## config.mk

```make
export PLATFORM = sky130hd
export DESIGN_NAME = demux_stream_n
export DESIGN_NICKNAME = d
export VERILOG_FILES = /design/src/rtl/demux_stream_n.sv
export SDC_FILE = /design/constraint.sdc
export NUM_CORES = 1
export LEC_CHECK = 0
export CAP_MARGIN = 30
export CORE_ASPECT_RATIO = 1.1
export CORE_MARGIN = 10
export CORE_UTILIZATION = 32
export DETAILED_ROUTE_END_ITERATION = 8
export GPL_TIMING_DRIVEN = 0
export PLACE_DENSITY_LB_ADDON = 0.2
export SYNTH_ARGS = -nofsm -noshare
export SYNTH_HDL_FRONTEND = slang
export SYNTH_SLANG_ARGS = --single-unit
```

## constraint.sdc

```tcl
create_clock -name clk -period 1.1 [get_ports clk]
set_input_delay 0.22 -clock clk [delete_from_list [all_inputs] [get_ports clk]]
set_output_delay 0.22 -clock clk [all_outputs]
set_load 0.03 [all_outputs]
```

## src/rtl/demux_stream_n.sv

```systemverilog
// Registered 1-to-N stream demultiplexer: each channel holds at most one beat
// until its sink accepts it. Beats aimed past the last channel are dropped and counted.
module demux_stream_n #(
  parameter int DATA_WIDTH = 8,
  parameter int NUM_CH     = 4,
  parameter int SEL_WIDTH  = $clog2(NUM_CH)
) (
  input  logic                         clk,
  input  logic                         rst,
  input  logic                         en,
  input  logic [SEL_WIDTH-1:0]         sel,
  input  logic [DATA_WIDTH-1:0]        s_data,
  input  logic                         s_valid,
  output logic                         s_ready,
  output logic [NUM_CH*DATA_WIDTH-1:0] m_data,
  output logic [NUM_CH-1:0]            m_valid,
  input  logic [NUM_CH-1:0]            m_ready,
  output logic [15:0]                  drop_cnt
);

  localparam logic [SEL_WIDTH:0] NUM_CH_W = NUM_CH[SEL_WIDTH:0];

  logic [NUM_CH-1:0][DATA_WIDTH-1:0] data_q;
  logic [NUM_CH-1:0]                 valid_q;
  logic [15:0]                       drop_q;

  logic              sel_ok;
  logic              sel_busy;
  logic              acc;
  logic              drop;
  logic [NUM_CH-1:0] load;
  logic [NUM_CH-1:0] drain;

  assign sel_ok = ({1'b0, sel} < NUM_CH_W);

  // Decode by comparison so an out-of-range sel never indexes past the arrays.
  always_comb begin
    sel_busy = 1'b0;
    for (int k = 0; k < NUM_CH; k++) begin
      if (sel == SEL_WIDTH'(k)) begin
        sel_busy = valid_q[k] & ~m_ready[k];
      end
    end
  end

  assign s_ready = en & ~(sel_ok & sel_busy);
  assign acc     = s_valid & s_ready;
  assign drop    = acc & ~sel_ok;

  always_comb begin
    load  = '0;
    drain = '0;
    for (int k = 0; k < NUM_CH; k++) begin
      load[k]  = acc & sel_ok & (sel == SEL_WIDTH'(k));
      drain[k] = valid_q[k] & m_ready[k];
    end
  end

  always_ff @(posedge clk) begin
    if (rst) begin
      data_q  <= '0;
      valid_q <= '0;
      drop_q  <= '0;
    end else begin
      for (int k = 0; k < NUM_CH; k++) begin
        if (load[k]) begin
          data_q[k]  <= s_data;
          valid_q[k] <= 1'b1;
        end else if (drain[k]) begin
          valid_q[k] <= 1'b0;
        end
      end
      if (drop && (drop_q != 16'hFFFF)) begin
        drop_q <= drop_q + 16'd1;
      end
    end
  end

  assign m_data   = data_q;
  assign m_valid  = valid_q;
  assign drop_cnt = drop_q;

endmodule
```

==> results by group <==
CTS
  – Clock Path Buffers: 2
  – CTS buffer count: 5
  – Root buf cell: clkbuf_8
  – TritonCTS clock tree: yes
  – Clk slew on worst S/H paths: 80 ps
  – Htree depth: 2
  – Clk sinks: 36
  – Worst-Skew Late Latency: 300 ps

Global route
  – All-Layer GR Usage: 0.1044
  – Initial antenna violation count: 0
  – Gr ovfl total: 0
  – First-pass GRT wire length: 6.686 mm
  – Vias in the first global route: 1270
  – Largest net degree at the start of global routing: 13

Route
  – Via count: 1237
  – Drt first pass iters: 2
  – Initial DRC count: 31
  – Routed wire per std cell: 15.06 um
  – Vias/cell: 4.280
  – Drt drc: 0
  – Routed wire length: 4.352 mm
  – Routed Antenna Nets: 0

Power
  – Leak: 1.192 nW
  – Design Power: 2.744 mW
  – Reg power frac: 0.488
  – Sw Share: 0.2826
  – PwrDens: 1175 nW/um2
  – Max VDD drop: 0.8081 mV
  – P_int: 1.968 mW
  – Combinational power share: 0.162
  – Psw: 0.7753 mW
  – Clock power frac: 0.350

Yosys
  – Main flop type after synthesis: dfxtp_1
  – Post-Synth Adder-Cell Area: 0
  – Synthesized area per cell: 10.61 um2
  – Simple logic cell fraction of the synthesized area: 0.2194
  – Largest cells by area after synthesis: dfxtp_1 (45%), mux2i_1 (20%), nand2b_1 (17%)
  – Distinct cell type count after synthesis: 17
  – Post-synthesis mux area share: 0.2139
  – Yosys reg bits: 36
  – Sequential fraction of the synthesis area: 0.4496
  – Main combinational cell family by area after synthesis: simple AND/OR/NAND/NOR gates
  – Synth Instances: 151
  – Post-Synth XOR/XNOR Area: 0
  – Synth Area in Compound Gates: 0.01249
  – Synthesized area: 1603 um2
  – Synth Warn #: 0
  – Cell taking the most area after synthesis: dfxtp_1
  – Share of the synthesized area in the top cell type: 0.4496
  – Post-synth EDFFs: 0
  – Post-synth ARST share: 0

Final layout
  – Fin area: 2336 um2
  – Fillers: 478
  – Final Util: 0.4918
  – Post-route insts no fill: 289
  – Synth-to-layout area growth: 45.75%
  – Layout cells sized above 1: 0.3734
  – Nets@finish: 250
  – ANT cells: 0

Critical path
  – Crit Path Max Fanout: 2
  – Crit path DAT: 1430 ps
  – Required time worst endpoint: 880 ps
  – Reg-to-reg endpoint: m_data[0]$_SDFFE_PP0P_
  – Crit start category: register
  – Reg2Reg Depth: 5
  – Worst R2R Setup Slack: -60 ps
  – CP Capture Type: output pin
  – RR Startpoint: m_valid[0]$_SDFFE_PP0P_
  – Critical path type: register to output pin

STA
  – RSZ-0062 raised after global routing: true
  – Fin. Hold Viols: 0
  – Final setup margin: -552.6 ps
  – Fin crit period: 1653 ps
  – Final setup viols: 9
  – Fmax: 0.6051 GHz
  – Slew Limit Fails: 0
  – Clock Skew: 11.97 ps
  – Final worst path period share: 1.502

Die
  – Die width: 87.48 um
  – Die area: 8243 um2
  – Num rows: 26
  – Initial Util: 0.3375
  – Vert. Die Dim: 94.23 um
  – IO Pins: 71
  – Core area: 4750 um2

Run status
  – Outcome: finished with violations
  – Violated checks: setup timing

Placement
  – Hpwl dp: 3.272 mm
  – Placed inst area: 2310 um2
  – Placed Cells: 276
  – Port buffer count: 54
  – RePlAce Congestion: 0.7712

Flow run
  – # Max-Cap Violations: 0

Hold path
  – Hold Startpoint: m_ready[2]
  – Hold Crit Depth: 4
  – Hold Path End: m_valid[2]$_SDFFE_PP0P_
  – Worst min-delay path category: primary input to register
metrics by stage:
stage | hold slack, ps | worst slack [ps] | TNS, ps
6_report | 441.7 | -552.6 | -885.5
5_1_grt | 445.1 | -599.6 | -1341
4_1_cts | 407.0 | -596.1 | -780.5
3_5_place_dp | 459.8 | -1102 | -22690
3_3_place_gp | 460.9 | -1092 | -22750
2_1_floorplan | 411.7 | -200.1 | -200.1
kinds of logic after synthesis:
logic type / count (synthesis)
and+or+nand+nor: 53
DFF: 36
muxes: 33
buffers and inverters: 24
AOI/OAI and AO/OA: 4
other: 1
worst max path at each step:
stage          slack, ps  cells past startpoint  endpoint                    start
5_1_grt             -600                      4   s_ready  m_valid[2]$_SDFFE_PP0P_
3_5_place_dp       -1100                      4   s_ready                   sel[0]
3_3_place_gp       -1090                      4   s_ready                   sel[0]
6_report            -550                      4   s_ready  m_valid[2]$_SDFFE_PP0P_
2_1_floorplan       -200                      3   s_ready  m_valid[3]$_SDFFE_PP0P_
4_1_cts             -600                      4   s_ready  m_valid[3]$_SDFFE_PP0P_
critical path, cell delays in order, from the launching register on:
cell	delay, ps
dfxtp_4	360
nand2b_4	50
mux4_2	450
and2_4	150
buf_6	130
registers in the layout, summed over array words and instances (netlist names):
signal and cells:
m_data 32, m_valid 4
layout by cell type (no fill, tap or decap):
master,n
dlygate4sd2_1,9
clkbuf_2,2
buf_8,1
dfxtp_1,32
dfxtp_4,4
nand2b_1,40
clkinvlp_4,1
mux2i_1,32
clkbuf_4,7
mux4_2,1
and2_4,1
nand3_4,2
clkbuf_1,4
conb_1,16
buf_4,25
clkdlybuf4s50_1,8
buf_6,4
clkbuf_8,5
and3_4,1
nand2b_4,4
clkinv_4,1
buf_2,24
nand3b_4,1
a21oi_1,4
nand3b_1,1
and3b_2,3
area by class of cell:
class / count / area [um2] / share of cell area
multi-input combinational: 106 / 840.8 / 0.3599
sequential: 36 / 735.7 / 0.3149
timing repair buffer: 61 / 437.9 / 0.1875
buffer: 22 / 162.7 / 0.06963
clock buffer: 6 / 72.57 / 0.03107
tap: 56 / 70.07 / 0.02999
clock inverter: 2 / 16.27 / 0.006963
routing by layer:
| layer | global-route usage | part of all wire | up-vias |
|---|---|---|---|
| met2 | 0.1723 | 0.50 | 44 |
| li1 | - | - | 623 |
| met1 | 0.1088 | 0.39 | 564 |
| met5 | 0 | 0 | - |
| met3 | 0.05295 | 0.093 | 6 |
| met4 | 0.04388 | 0.015 | 0 |
synth_stat cells, types with 2 or more instances:
master	number
nand2b_1	43
dfxtp_1	36
mux2i_1	32
buf_4	17
a21oi_1	4
clkbuf_1	4
and3b_1	3
buf_2	2
nand3_1	2
power groups by stage:
stage	logic (mW)	registers (mW)	clock network [mW]
floorplan	0.239	1.43	0
global placement	0.458	1.37	0
detailed placement	0.457	1.37	0
CTS	0.431	1.34	0.987
global route	0.474	1.34	1.05
finish	0.443	1.34	0.960
repair_timing:
item,CTS,global route
endpoints found under the setup margin,73,32
pin swaps,4,1
gates resized for setup,199,30
cloned,1,1
hold buffers,0,0
buffers inserted,5,3
Power figures use the tool's default switching activity.
